<file path="config.mk">
export PLATFORM = sky130hd
export DESIGN_NAME = window_buffer_kxk
export DESIGN_NICKNAME = d
export VERILOG_FILES = /design/src/rtl/window_buffer_pkg.sv /design/src/rtl/window_buffer_kxk_controller.sv /design/src/rtl/window_buffer_kxk.sv
export SDC_FILE = /design/constraint.sdc
export NUM_CORES = 1
export LEC_CHECK = 0
export BUFFER_PORTS_ARGS = -buffer_cell sky130_fd_sc_hd__buf_2
export CORE_MARGIN = 10
export CORE_UTILIZATION = 43
export DETAILED_ROUTE_END_ITERATION = 8
export HOLD_SLACK_MARGIN = 0.03
export PLACE_DENSITY = 0.67
export SYNTH_ARGS = -nofsm -noshare
export SYNTH_HDL_FRONTEND = slang
export SYNTH_HIERARCHICAL = 1
export SYNTH_SLANG_ARGS = --single-unit
</file>
<file path="constraint.sdc">
create_clock -name clk -period 2.1 [get_ports clk]
set_input_delay 0.42 -clock clk [delete_from_list [all_inputs] [get_ports clk]]
set_output_delay 0.42 -clock clk [all_outputs]
set_load 0.02 [all_outputs]
</file>
<file path="src/rtl/window_buffer_pkg.sv">
// rtl/window_buffer_pkg.sv - shared types and sizing helpers for the KxK window buffer
package window_buffer_pkg;

    typedef enum logic {
        FILL   = 1'b0,
        ACTIVE = 1'b1
    } wb_state_e;

    // Counter width that stays at least one bit for single-entry dimensions.
    function automatic int cnt_w(input int n);
        return (n <= 1) ? 1 : $clog2(n);
    endfunction

    function automatic bit params_legal(input int k, input int dw, input int cols, input int rows);
        return (k >= 2) && (k <= 15) && (dw >= 1) && (cols >= k) && (rows >= 1);
    endfunction

endpackage

</file>
<file path="src/rtl/window_buffer_kxk_controller.sv">
// rtl/window_buffer_kxk_controller.sv - column/row counters, fill state and window-valid tagging
// Optional macro: WINDOW_BUFFER_ZERO_PAD_EN (a window is emitted on every accept).
module window_buffer_kxk_controller
    import window_buffer_pkg::*;
#(
    parameter int K    = 7,
    parameter int COLS = 7,
    parameter int ROWS = 7
) (
    input  logic                    clk,
    input  logic                    rst,
    input  logic                    clear_i,
    input  logic                    done_i,
`ifdef WINDOW_BUFFER_ZERO_PAD_EN
    output logic                    row_start_o,
`endif
    output logic [cnt_w(COLS)-1:0]  col_o,
    output logic [cnt_w(ROWS)-1:0]  row_o,
    output logic                    done_o,
    output logic                    progress_done_o
);

    localparam int CW = cnt_w(COLS);
    localparam int RW = cnt_w(ROWS);
    localparam logic [CW-1:0] COL_LAST      = CW'(COLS - 1);
    localparam logic [CW-1:0] COL_FILL_LAST = CW'(K - 2);
    localparam logic [RW-1:0] ROW_LAST      = RW'(ROWS - 1);

    wb_state_e       state_q, state_d, state_eff;
    logic [CW-1:0]   col_cnt_q, col_cnt_d, col_eff;
    logic [RW-1:0]   row_cnt_q, row_cnt_d, row_eff;
    logic [CW-1:0]   col_o_q, col_o_d;
    logic [RW-1:0]   row_o_q, row_o_d;
    logic            done_q, done_d;
    logic            progress_q, progress_d;

    // A clear is folded in before the accept so a simultaneous column becomes col 0 / row 0.
    always_comb begin
        col_eff    = clear_i ? '0 : col_cnt_q;
        row_eff    = clear_i ? '0 : row_cnt_q;
        state_eff  = clear_i ? FILL : state_q;
        col_cnt_d  = col_eff;
        row_cnt_d  = row_eff;
        state_d    = state_eff;
        col_o_d    = clear_i ? '0 : col_o_q;
        row_o_d    = clear_i ? '0 : row_o_q;
        done_d     = 1'b0;
        progress_d = 1'b0;

        if (done_i) begin
            col_o_d = col_eff;
            row_o_d = row_eff;
`ifdef WINDOW_BUFFER_ZERO_PAD_EN
            done_d  = 1'b1;
`else
            done_d  = (state_eff == ACTIVE);
`endif
            progress_d = done_d && (row_eff == ROW_LAST) && (col_eff == COL_LAST);

            if (col_eff == COL_LAST) begin
                col_cnt_d = '0;
                row_cnt_d = (row_eff == ROW_LAST) ? '0 : row_eff + RW'(1);
            end else begin
                col_cnt_d = col_eff + CW'(1);
            end

            case (state_eff)
                FILL:    if (col_eff == COL_FILL_LAST) state_d = ACTIVE;
                ACTIVE:  if (col_eff == COL_LAST)      state_d = FILL;
                default: state_d = FILL;
            endcase
        end
    end

    always_ff @(posedge clk) begin
        if (rst) begin
            state_q    <= FILL;
            col_cnt_q  <= '0;
            row_cnt_q  <= '0;
            col_o_q    <= '0;
            row_o_q    <= '0;
            done_q     <= 1'b0;
            progress_q <= 1'b0;
        end else begin
            state_q    <= state_d;
            col_cnt_q  <= col_cnt_d;
            row_cnt_q  <= row_cnt_d;
            col_o_q    <= col_o_d;
            row_o_q    <= row_o_d;
            done_q     <= done_d;
            progress_q <= progress_d;
        end
    end

`ifdef WINDOW_BUFFER_ZERO_PAD_EN
    assign row_start_o = done_i && (col_eff == '0);
`endif

    assign col_o           = col_o_q;
    assign row_o           = row_o_q;
    assign done_o          = done_q;
    assign progress_done_o = progress_q;

endmodule

</file>
<file path="src/rtl/window_buffer_kxk.sv">
// rtl/window_buffer_kxk.sv - KxK sliding-window shift array fed one pixel column per accept
// Optional macro: WINDOW_BUFFER_ZERO_PAD_EN (columns not yet filled in a row read as zero).
module window_buffer_kxk
    import window_buffer_pkg::*;
#(
    parameter int K    = 7,
    parameter int DW   = 8,
    parameter int COLS = 7,
    parameter int ROWS = 7
) (
    input  logic                    clk,
    input  logic                    rst,
    input  logic                    clear_i,
    input  logic                    done_i,
    input  logic [K*DW-1:0]         col_i,
    output logic [K*K*DW-1:0]       window_o,
    output logic [cnt_w(COLS)-1:0]  col_o,
    output logic [cnt_w(ROWS)-1:0]  row_o,
    output logic                    done_o,
    output logic                    progress_done_o
);

    if (!params_legal(K, DW, COLS, ROWS)) begin : g_bad_params
        $error("window_buffer_kxk: illegal K/DW/COLS/ROWS combination");
    end

    logic [K*K*DW-1:0] window_q, window_d, window_base;

`ifdef WINDOW_BUFFER_ZERO_PAD_EN
    logic row_start;
`endif

    window_buffer_kxk_controller #(
        .K    (K),
        .COLS (COLS),
        .ROWS (ROWS)
    ) u_ctrl (
        .clk             (clk),
        .rst             (rst),
        .clear_i         (clear_i),
        .done_i          (done_i),
`ifdef WINDOW_BUFFER_ZERO_PAD_EN
        .row_start_o     (row_start),
`endif
        .col_o           (col_o),
        .row_o           (row_o),
        .done_o          (done_o),
        .progress_done_o (progress_done_o)
    );

    // Column c takes column c+1; the newest column lands in K-1.
    always_comb begin
        window_base = clear_i ? '0 : window_q;
        window_d    = window_base;
        if (done_i) begin
            for (int r = 0; r < K; r++) begin
                for (int c = 0; c < K - 1; c++) begin
                    window_d[(r*K+c)*DW +: DW] = window_base[(r*K+c+1)*DW +: DW];
                end
                window_d[(r*K+K-1)*DW +: DW] = col_i[r*DW +: DW];
            end
        end
    end

    always_ff @(posedge clk) begin
        if (rst) begin
            window_q <= '0;
        end else begin
            window_q <= window_d;
        end
    end

`ifdef WINDOW_BUFFER_ZERO_PAD_EN
    logic [K-1:0] mask_q, mask_d, mask_base;

    // Mask bit c tracks whether window column c holds a pixel of the current row.
    always_comb begin
        mask_base = clear_i ? '0 : mask_q;
        mask_d    = mask_base;
        if (done_i) begin
            mask_d = row_start ? {1'b1, {(K-1){1'b0}}} : {1'b1, mask_base[K-1:1]};
        end
    end

    always_ff @(posedge clk) begin
        if (rst) begin
            mask_q <= '0;
        end else begin
            mask_q <= mask_d;
        end
    end

    always_comb begin
        window_o = '0;
        for (int r = 0; r < K; r++) begin
            for (int c = 0; c < K; c++) begin
                window_o[(r*K+c)*DW +: DW] = mask_q[c] ? window_q[(r*K+c)*DW +: DW] : '0;
            end
        end
    end
`else
    assign window_o = window_q;
`endif

endmodule

</file>
==> results by group, run 1 <==
Clocking
  – Clock transition at path regs: 0.06 ns
  – Root Driver: clkbuf_16
  – # hold bufs at CTS: 0
  – Setup bufs post-CTS: 0
  – Clock sinks: 407
  – Post-cts gate resize count: 0
  – Longest Clk Path Bufs: 3
  – TritonCTS clock tree: yes
  – CTS Buf Count: 43
  – H-tree depth: 2
  – Worst-Skew Late Latency: 0.54 ns

Power and ir drop
  – Total power draw: 16500 uW
  – Leakage: 0.00916 uW
  – Power Density: 862 mW/mm^2
  – VDD IR-drop max: 0.677 mV

Synth
  – Yosys reg bits: 407
  – Dominant synthesized flop cell: dfxtp_1
  – Post-synthesis cell type count: 26
  – Yosys warnings: 6
  – Share of the synthesized area in the top cell type: 55.0%
  – Largest cells by area after synthesis: dfxtp_1, mux2i_1, nor2_1, nor2_2, nand2b_1
  – Synth Instances: 1401
  – Post-synth EDFFs: 0
  – Synthesized area: 0.0148 sq mm
  – Register area share after synthesis: 55.0%
  – Mapped Avg Cell Area: 10.6 sq um
  – Largest area contributor in the netlist: dfxtp_1
  – Syn_nets: 1461
  – Fraction of registers with async set/reset: 0%

Placement
  – GPL Wtd Cong: 0.802
  – Cell Area, Placed: 0.0176 sq mm
  – Port Buffers: 459
  – Dpl hpwl: 31400 um

Layout
  – Filler Cell Count: 2998
  – Layout cell share with drive strength beyond 1: 36.0%
  – Commonest non-fill, non-tap cell in the layout: buf_2
  – Final nets: 1899
  – Post-layout instance area: 0.0191 sq mm
  – Area grow syn2layout: 29.0%
  – Commonest cells after routing, fill and taps aside: buf_2, dfxtp_1, mux2i_1
  – Utilization after layout: 56.5%

STA
  – Clk_skew: 0.0107 ns
  – Setup_tns: 0 ns
  – Max Transition Viols Final: 0
  – RSZ-0062 raised after global routing: no
  – Setup-failing EPs final: 0
  – Endpoints failing hold: 0
  – FMAX: 0.610 GHz
  – Slew margin rel.: 66.3%
  – Minimum clock period: 1.64 ns
  – Min Hold Slack: 0.140 ns
  – Slew @ Worst Pin: 0.505 ns
  – Final period util: 78.0%

Die
  – DIE HEIGHT: 206 um
  – I/O pin cnt: 460
  – Die width: 206 um
  – Core area: 0.0338 sq mm
  – Initial core utilization: 43.8%
  – FP Rows: 67
  – Total die area: 0.0423 sq mm

Worst setup path
  – CP Max Fanout: 3
  – Cell family with most CP delay: flip-flops
  – CP arrival: 1.22 ns
  – Buf/Inv on CP: 1
  – Worst path slowest cell: dfxtp_1
  – Crit path cell chain: buf_2
  – CP startpoint kind: flip-flop
  – Critical path endpoint category: primary output
  – Slowest stage delay, CP: 0.46 ns
  – Worst endpoint required time: 1.68 ns
  – Crit Path Category: flip-flop to primary output

Global routing
  – GRT Total Usage: 19.2%
  – Initial antenna violation count: 2
  – Grt total ovfl: 0
  – First-pass GRT wire length: 65000 um
  – Largest net degree at the start of global routing: 114
  – Number of global-route vias before repair: 11200

Job
  – Max Cap Viol: 0

Route
  – Total wire length: 42800 um
  – Routed vias: 11200
  – Post-DRT Antenna Nets: 0
  – First-pass DRT Iterations: 4
  – # DRC: 0
  – DR WL/cell: 18.4 um
  – Via density: 4.84
  – Number of DRC markers in iteration 0: 405

Hold path
  – Worst Hold Class: primary input to flip-flop

Run status
  – Outcome: completed
==> synthesized netlist by cell type (all sizes together), types with 2 or more instances <==
cell type	instances
or3b	3
o21ai	6
nor2	342
a21oi	12
mux2i	340
clkbuf	29
nand2	62
buf	75
nand2b	56
o22ai	54
nand4b	3
a31oi	2
or2	4
dfxtp	407
==> path summary, 6_finish.rpt <==
path | start | end | slack [ns] | depth (start not counted)
setup / recovery | window_o[164] | window_o[164] | 0.46 | 1
hold / removal | col_i[12] | window_o[108] | 0.14 | 3
setup reg to reg | u_ctrl/col_cnt_q[0] | u_ctrl/row_cnt_q[2] | 1.03 | 3
hold reg to reg | window_o[7] | window_o[7] | 0.49 | 2
==> power by group <==
group          switching (uW)  total (uW)  internal [uW]
clock                    2980        7600           4610
sequential               68.6        7870           7800
combinational             595         995            400
total                    3650       16500          12800
==> kinds of logic (layout without fill, tap and decap cells) <==
logic type / after synthesis / in the layout / share of synthesized area [%]
and+or+nand+nor: 475 / 475 / 15.1
DFF: 407 / 407 / 55.0
muxes: 340 / 340 / 23.0
buffers and inverters: 105 / 575 / 3.97
AOI/OAI and AO/OA: 74 / 74 / 2.97
other: 0 / 1 / 0
==> per-layer routing <==
metal,up-vias,part of all wire (%),global-route usage (%)
li1,5563,-,-
met5,-,0.030,0
met4,2,2.6,6.41
met2,306,48,31.8
met3,70,8.1,6.75
met1,5298,41,22.7
==> final cells by class <==
type                    instances  area (sq um)  area share (%)
multi-input cells             889          6080            31.8
clock buffers                  65          1330            6.97
flip-flops and latches        407          8150            42.7
diodes                          1          2.50          0.0131
well taps                     448           561            2.94
repair buffers                497          2860            15.0
clock inverters                12           118           0.616
inverters                       1          3.75          0.0197
==> worst min-delay path, delay by kind of cell <==
| kind | cells | cell delay (ns) |
|---|---|---|
| buffers and inverters | 1 | 0.09 |
| AO/OA/AOI/OAI | 1 | 0.06 |
| AND/OR/NAND/NOR | 1 | 0.05 |
==> sequential cells by signal (all words and copies together) (netlist names) <==
signal and flops:
u_ctrl/state_q 1, u_ctrl/col_o 3, u_ctrl/done_o 1, window_o 392
u_ctrl/progress_done_o 1, u_ctrl/col_cnt_q 3, u_ctrl/row_o 3, u_ctrl/row_cnt_q 3
==> stage by stage <==
| step | cells | worst slack [ns] |
|---|---|---|
| 6_report | 2320 | 0.461 |
| 5_1_grt | 2320 | 0.401 |
| 4_1_cts | 2319 | 0.418 |
| 3_5_place_dp | 2242 | 0.382 |
| 3_3_place_gp | 2242 | 0.403 |
| 2_1_floorplan | 1401 | 0.742 |
Note: power is estimated with default switching activity, not from simulation.
==> run 2, diff against run 1 <==
Settings changed: PLACE_DENSITY 0.67 to 0.7.
Clock period 2.1 ns to 1.35 ns, I/O delays scaled along.
==> run 2 against run 1 <==
Wire length increased by 6.7%; register-to-register slack got worse by 0.75 ns; flip-flop and latch count unchanged; final cell count rose by 4.1%; critical path depth up 5; first-iteration DRC count increased by 16%; total power is 60% higher; global-route usage grew 0.54 points.
==> results by group, run 2 (synthesized netlist as in run 1, its figures left out) <==
Worst setup path
  – Crit Path Category: primary input to flip-flop (was flip-flop to primary output)
  – Worst path slowest cell: dlygate4sd3_1 (was dfxtp_1)
  – Reg2reg start: u_ctrl/col_cnt_q[0] (unchanged)
  – Worst endpoint required time: 1.80 ns (was 1.68 ns)
  – Cell family with most CP delay: buffers and inverters (was flip-flops)
  – CP Max Fanout: 18 (was 3)
  – Worst r2r dst: u_ctrl/row_cnt_q[2] (unchanged)
  – Crit path cell chain: dlygate4sd3_1 > buf_6 > or2_4 > buf_12 > clkbuf_16 > nor2_1 (was buf_2)
  – Buf/Inv on CP: 4 (was 1)
  – CP arrival: 1.80 ns (was 1.22 ns)
  – Slowest stage delay, CP: 0.55 ns (was 0.46 ns)
  – Worst reg2reg path depth: 3 (unchanged)
  – Critical path endpoint category: flip-flop (was primary output)
  – CP startpoint kind: primary input (was flip-flop)
  – R2R Setup Slk: 0.28 ns (was 1.03 ns)

STA
  – Slew margin rel.: 75.0% (was 66.3%)
  – Endpoints failing hold: 0 (unchanged)
  – RSZ-0062 raised after global routing: yes (was no)
  – FMAX: 0.744 GHz
  – Slew @ Worst Pin: 0.376 ns (was 0.505 ns)
  – Setup-failing EPs final: 0 (unchanged)
  – Max Transition Viols Final: 0 (unchanged)
  – Final period util: 99.6%
  – Setup_tns: 0 ns (unchanged)
  – Clk_skew: 0.0129 ns (was 0.0107 ns)
  – Min setup slack post-route: 0.00555 ns (was 0.461 ns)
  – Minimum clock period: 1.34 ns

Layout
  – Commonest non-fill, non-tap cell in the layout: buf_4 (was buf_2)
  – Area grow syn2layout: 46.0% (was 29.0%)
  – Final nets: 1991 (was 1899)
  – Layout cell share with drive strength beyond 1: 51.3% (was 36.0%)
  – Commonest cells after routing, fill and taps aside: buf_4, mux2i_1, dfxtp_2 (was buf_2, dfxtp_1, mux2i_1)
  – Max FFs per register: 392 (unchanged)

Die
  – FP Rows: 67 (unchanged)
  – Total die area: 0.0423 sq mm (unchanged)
  – Die width: 206 um (unchanged)
  – I/O pin cnt: 460 (unchanged)
  – Initial core utilization: 43.8% (unchanged)
  – DIE HEIGHT: 206 um (unchanged)
  – Core area: 0.0338 sq mm (unchanged)

Power and ir drop
  – Switching share of power: 22.1% (was 22.2%)
  – Internal Power: 20500 uW (was 12800 uW)
  – Power Density: 1210 mW/mm^2 (was 862 mW/mm^2)
  – VDD IR-drop max: 0.844 mV (was 0.677 mV)
  – Flop pwr share: 46.6% (was 47.8%)
  – Combinational power share: 7.3% (was 6.0%)
  – Leakage: 0.00980 uW (was 0.00916 uW)
  – Clock power share: 46.1% (was 46.2%)
  – P_sw: 5810 uW (was 3650 uW)

Clocking
  – Longest Clk Path Bufs: 3 (unchanged)
  – TritonCTS clock tree: yes (unchanged)
  – H-tree depth: 2 (unchanged)
  – Worst-Skew Late Latency: 0.53 ns (was 0.54 ns)
  – Root Driver: clkbuf_16 (unchanged)
  – Clock sinks: 407 (unchanged)
  – Clock transition at path regs: 0.06 ns (about the same)
  – CTS Buf Count: 43 (unchanged)

Global routing
  – First-pass GRT wire length: 67500 um (was 65000 um)
  – Initial antenna violation count: 3 (was 2)
  – Number of global-route vias before repair: 11900 (was 11200)
  – GRT Total Usage: 19.7% (was 19.2%)
  – Largest net degree at the start of global routing: 50 (was 114)
  – Grt total ovfl: 0 (unchanged)

Placement
  – Dpl hpwl: 32300 um (was 31400 um)
  – Post-Place Worst Slack: 0.0287 ns (was 0.382 ns)
  – GPL Wtd Cong: 0.809 (was 0.802)
  – Port Buffers: 459 (unchanged)

Run status
  – Outcome: completed (unchanged)

Route
  – Via density: 4.97 (was 4.84)
  – Post-DRT Antenna Nets: 0 (unchanged)
  – First-pass DRT Iterations: 5 (was 4)
  – Routed vias: 12000 (was 11200)
  – # DRC: 0 (unchanged)
  – Number of DRC markers in iteration 0: 471 (was 405)
  – DR WL/cell: 18.9 um (was 18.4 um)
  – Total wire length: 45700 um (was 42800 um)

Hold path
  – Hold_sp: col_i[19] (was col_i[12])
  – Hold EP: window_o[163] (was window_o[108])
  – Hold Path Cell Cnt: 3 (unchanged)
  – Worst Hold Class: primary input to flip-flop (unchanged)

Job
  – Max Cap Viol: 0 (unchanged)
-- run 2: cell types whose count changed in the layout (fill, tap and decap cells not counted), moves of 10 or more --
cell	change
dfxtp_4	+12
nor2_1	-10
buf_4	+339
dfxtp_2	+273
dlygate4sd3_1	+54
dfxtp_1	-285
buf_12	+11
buf_6	+47
nor2_2	+10
buf_2	-361
-- run 2: power by group through the flow --
stage / combinational [uW] / clock [uW] / sequential [uW]
after floorplan: 936 / 0 / 12600
after global placement: 1670 / 0 / 12500
after detailed placement: 1680 / 0 / 12500
after CTS: 1870 / 12300 / 12200
after global routing: 2040 / 12900 / 12300
final: 1920 / 12100 / 12200
-- run 2: timing repair --
| item | in CTS | in global routing |
|---|---|---|
| setup endpoints to repair | 302 | 341 |
| cloned | 0 | 1 |
| buffers inserted | 0 | 6 |
| gates resized for setup | 450 | 267 |
| endpoints found under the hold margin | 54 | 0 |
| hold buffers | 54 | 0 |
| pin swaps | 0 | 1 |
-- run 2: how the worst max path moves through the flow --
| stage | to | slack, ns | from | depth (start not counted) |
|---|---|---|---|---|
| after floorplan | window_o[100] | 0.14 | done_i | 5 |
| after global placement | window_o[57] | 0.06 | done_i | 5 |
| after detailed placement | window_o[69] | 0.03 | done_i | 5 |
| after CTS | window_o[390] | 0.00003 | window_o[390] | 1 |
| after global routing | window_o[221] | -0.03 | window_o[221] | 1 |
| final | window_o[150] | 0.006 | rst | 6 |
-- run 2: worst min-delay path, stage by stage --
cell and delay [ns]:
buf_2 0.09, nand2_1 0.10, o22ai_1 0.08
-- run 2: stage by stage --
stage / total power, uW / cells / instance area (sq um) / hold WS (ns) / util [%]
2_1_floorplan: 13500 / 1401 / 14800 / 0.339 / -
3_5_place_dp: 14200 / 2273 / 18000 / 0.474 / 53.4
3_3_place_gp: 14200 / 2273 / 18000 / 0.468 / 53.4
5_1_grt: 27200 / 2413 / 21600 / 0.0523 / 64.0
4_1_cts: 26400 / 2404 / 21100 / 0.0491 / 62.3
6_report: 26300 / 2414 / 21600 / 0.0666 / 64.0
-- run 2: routing by layer --
layer | global-route usage, % | up-vias | wire length, um
met5 | 0 | - | 0
met4 | 7.56 | 0 | 1600
met3 | 5.80 | 102 | 3400
met2 | 33.7 | 395 | 22500
met1 | 22.9 | 5737 | 18200
li1 | - | 5770 | -
-- run 2: cell type report --
type	instances	area [sq um]
timing repair buffer	589	4940
fill	2565	12200
sequential	407	8530
clock buffer	65	1340
inverter	1	3.75
multi-input combinational	889	6100
clock inverter	12	141
tap	448	561
antenna	3	7.51
==> run 3, diff against run 2 <==
==> constraint.sdc (replaced) <==
create_clock -name clk -period 1.1 [get_ports clk]
set_input_delay 0.11 -clock clk [delete_from_list [all_inputs] [get_ports clk]]
set_output_delay 0.11 -clock clk [all_outputs]
set_load 0.02 [all_outputs]
==> run 3 against run 2 <==
The flow now finishes with violations (negative setup slack); sequential share of layout area is 5.9 points lower; flip-flop and latch count stayed put; combinational power rose by 44%; via count is 23% higher; register-to-register slack lost 0.23 ns; core utilization is 13 points higher.
==> results by group, run 3 (synthesized netlist as in run 1, its figures left out) <==
Global routing
  – Largest net degree at the start of global routing: 47 (was 50)
  – Grt total ovfl: 0 (unchanged)
  – Number of global-route vias before repair: 15500 (was 11900)
  – Initial antenna violation count: 3 (unchanged)
  – First-pass GRT wire length: 91900 um (was 67500 um)
  – GRT Total Usage: 27.6% (was 19.7%)

STA
  – Slew margin rel.: 66.3% (was 75.0%)
  – Slew @ Worst Pin: 0.505 ns (was 0.376 ns)
  – RSZ-0062 raised after global routing: yes (unchanged)
  – Max Transition Viols Final: 0 (unchanged)
  – Final period util: 107%
  – Min setup slack post-route: -0.0736 ns (was 0.00555 ns)
  – FMAX: 0.852 GHz
  – Clk_skew: 0.0127 ns (was 0.0129 ns)
  – Endpoints failing hold: 0 (unchanged)
  – Setup-failing EPs final: 264 (was 0)
  – Minimum clock period: 1.17 ns
  – Setup_tns: -4.08 ns (was 0 ns)

Layout
  – Area grow syn2layout: 75.7% (was 46.0%)
  – Commonest cells after routing, fill and taps aside: buf_4, buf_6, dfxtp_2 (was buf_4, mux2i_1, dfxtp_2)
  – Final nets: 2371 (was 1991)
  – Commonest non-fill, non-tap cell in the layout: buf_4 (unchanged)
  – Layout cell share with drive strength beyond 1: 63.5% (was 51.3%)
  – Max FFs per register: 392 (unchanged)

Worst setup path
  – Cell family with most CP delay: flip-flops (was buffers and inverters)
  – Critical path endpoint category: primary output (was flip-flop)
  – R2R Setup Slk: 0.05 ns (was 0.28 ns)
  – Worst endpoint required time: 0.99 ns (was 1.80 ns)
  – Buf/Inv on CP: 1 (was 4)
  – CP arrival: 1.06 ns (was 1.80 ns)
  – CP Max Fanout: 2 (was 18)
  – Worst path slowest cell: dfxtp_2 (was dlygate4sd3_1)
  – Worst r2r dst: window_o[103] (was u_ctrl/row_cnt_q[2])
  – Slowest stage delay, CP: 0.40 ns (was 0.55 ns)
  – CP startpoint kind: flip-flop (was primary input)
  – Crit path cell chain: buf_6 (was dlygate4sd3_1 > buf_6 > or2_4 > buf_12 > clkbuf_16 > nor2_1)
  – Crit Path Category: flip-flop to primary output (was primary input to flip-flop)
  – Worst reg2reg path depth: 4 (was 3)
  – Reg2reg start: window_o[111] (was u_ctrl/col_cnt_q[0])

Clocking
  – Longest Clk Path Bufs: 3 (unchanged)
  – Clock transition at path regs: 0.07 ns (was 0.06 ns)
  – Clock sinks: 407 (unchanged)
  – H-tree depth: 2 (unchanged)
  – TritonCTS clock tree: yes (unchanged)
  – CTS Buf Count: 42 (was 43)
  – Root Driver: clkbuf_16 (unchanged)
  – Worst-Skew Late Latency: 0.53 ns (about the same)

Route
  – # DRC: 0 (unchanged)
  – Total wire length: 65700 um (was 45700 um)
  – First-pass DRT Iterations: 5 (unchanged)
  – Number of DRC markers in iteration 0: 821 (was 471)
  – Post-DRT Antenna Nets: 0 (unchanged)
  – DR WL/cell: 23.5 um (was 18.9 um)
  – Via density: 5.27 (was 4.97)
  – Routed vias: 14700 (was 12000)

Die
  – Core area: 0.0338 sq mm (unchanged)
  – FP Rows: 67 (unchanged)
  – DIE HEIGHT: 206 um (unchanged)
  – Total die area: 0.0423 sq mm (unchanged)
  – Initial core utilization: 43.8% (unchanged)
  – Die width: 206 um (unchanged)
  – I/O pin cnt: 460 (unchanged)

Placement
  – Dpl hpwl: 32700 um (was 32300 um)
  – Port Buffers: 459 (unchanged)
  – GPL Wtd Cong: 0.821 (was 0.809)

Power and ir drop
  – Total power draw: 33300 uW (was 26300 uW)
  – Combinational power share: 8.3% (was 7.3%)
  – Clock power share: 46.7% (was 46.1%)
  – Switching share of power: 23.4% (was 22.1%)
  – P_sw: 7800 uW (was 5810 uW)
  – Flop pwr share: 45.0% (was 46.6%)
  – Leakage: 0.0121 uW (was 0.00980 uW)
  – Internal Power: 25500 uW (was 20500 uW)
  – Power Density: 1280 mW/mm^2 (was 1210 mW/mm^2)
  – VDD IR-drop max: 1.41 mV (was 0.844 mV)

Hold path
  – Hold Path Cell Cnt: 3 (unchanged)
  – Hold_sp: rst (was col_i[19])
  – Hold EP: window_o[110] (was window_o[163])
  – Worst Hold Class: primary input to flip-flop (unchanged)

Run status
  – Outcome: finished, violations left (was completed)
  – Failing checks: negative setup slack

Job
  – Max Cap Viol: 0 (unchanged)
-- run 3: timing repair --
action | 4_1_cts | 5_1_grt
cloned | 0 | 0
hold endpoints to repair | 60 | 0
hold buffers | 60 | 0
endpoints found under the setup margin | 400 | 422
resized for setup | 1215 | 23
buffers inserted | 303 | 73
-- run 3: how the worst max path moves through the flow --
| stage | to | startpoint | cells past startpoint |
|---|---|---|---|
| finish | window_o[304] | window_o[304] | 1 |
| floorplan | window_o[389] | window_o[389] | 2 |
| detailed placement | window_o[46] | done_i | 4 |
| global route | window_o[304] | window_o[304] | 1 |
| CTS | window_o[163] | window_o[163] | 1 |
| global placement | window_o[297] | done_i | 5 |
-- run 3: through the flow --
step                cells  utilization [%]  hold slack, ns  instance area (sq um)  worst slack (ns)
floorplan            1401                -           0.179                  14800            0.0220
global placement     2281             53.3           0.372                  18000           -0.0157
detailed placement   2281             53.3           0.379                  18000           -0.0438
CTS                  2721             75.3          0.0367                  25400           -0.0687
global route         2796             77.0          0.0369                  26000           -0.0883
finish               2796             77.0         0.00592                  26000           -0.0736
-- run 3: layout make-up --
class                      instances  area [sq um]
antenna                            3          7.51
clock buffer                      66          1340
tap                              448           561
timing repair buffer             970          9140
fill                            1723          7760
multi-input combinational        889          6080
inverter                           1          3.75
sequential                       407          8730
clock inverter                    12           173
-- run 3: metal layers --
metal	global-route usage (%)	part of all wire [%]	vias up	wire, um
met2	49.3	51	803	33700
met1	28.8	35	7153	23000
met4	16.1	6.6	0	4320
met5	0	0	-	0
met3	6.79	7.2	260	4720
li1	-	-	6521	-
-- run 3: power by group through the flow --
stage / clock network, uW / logic (uW) / registers (uW)
floorplan: 0 / 1150 / 15500
global placement: 0 / 2030 / 15300
detailed placement: 0 / 2050 / 15300
CTS: 15400 / 2620 / 15000
global route: 16200 / 2890 / 15000
finish: 15500 / 2770 / 15000
-- run 3: worst min-delay path, cell delays in order --
cell and delay, ns:
buf_4 0.11, buf_12 0.17, o22ai_1 0.10
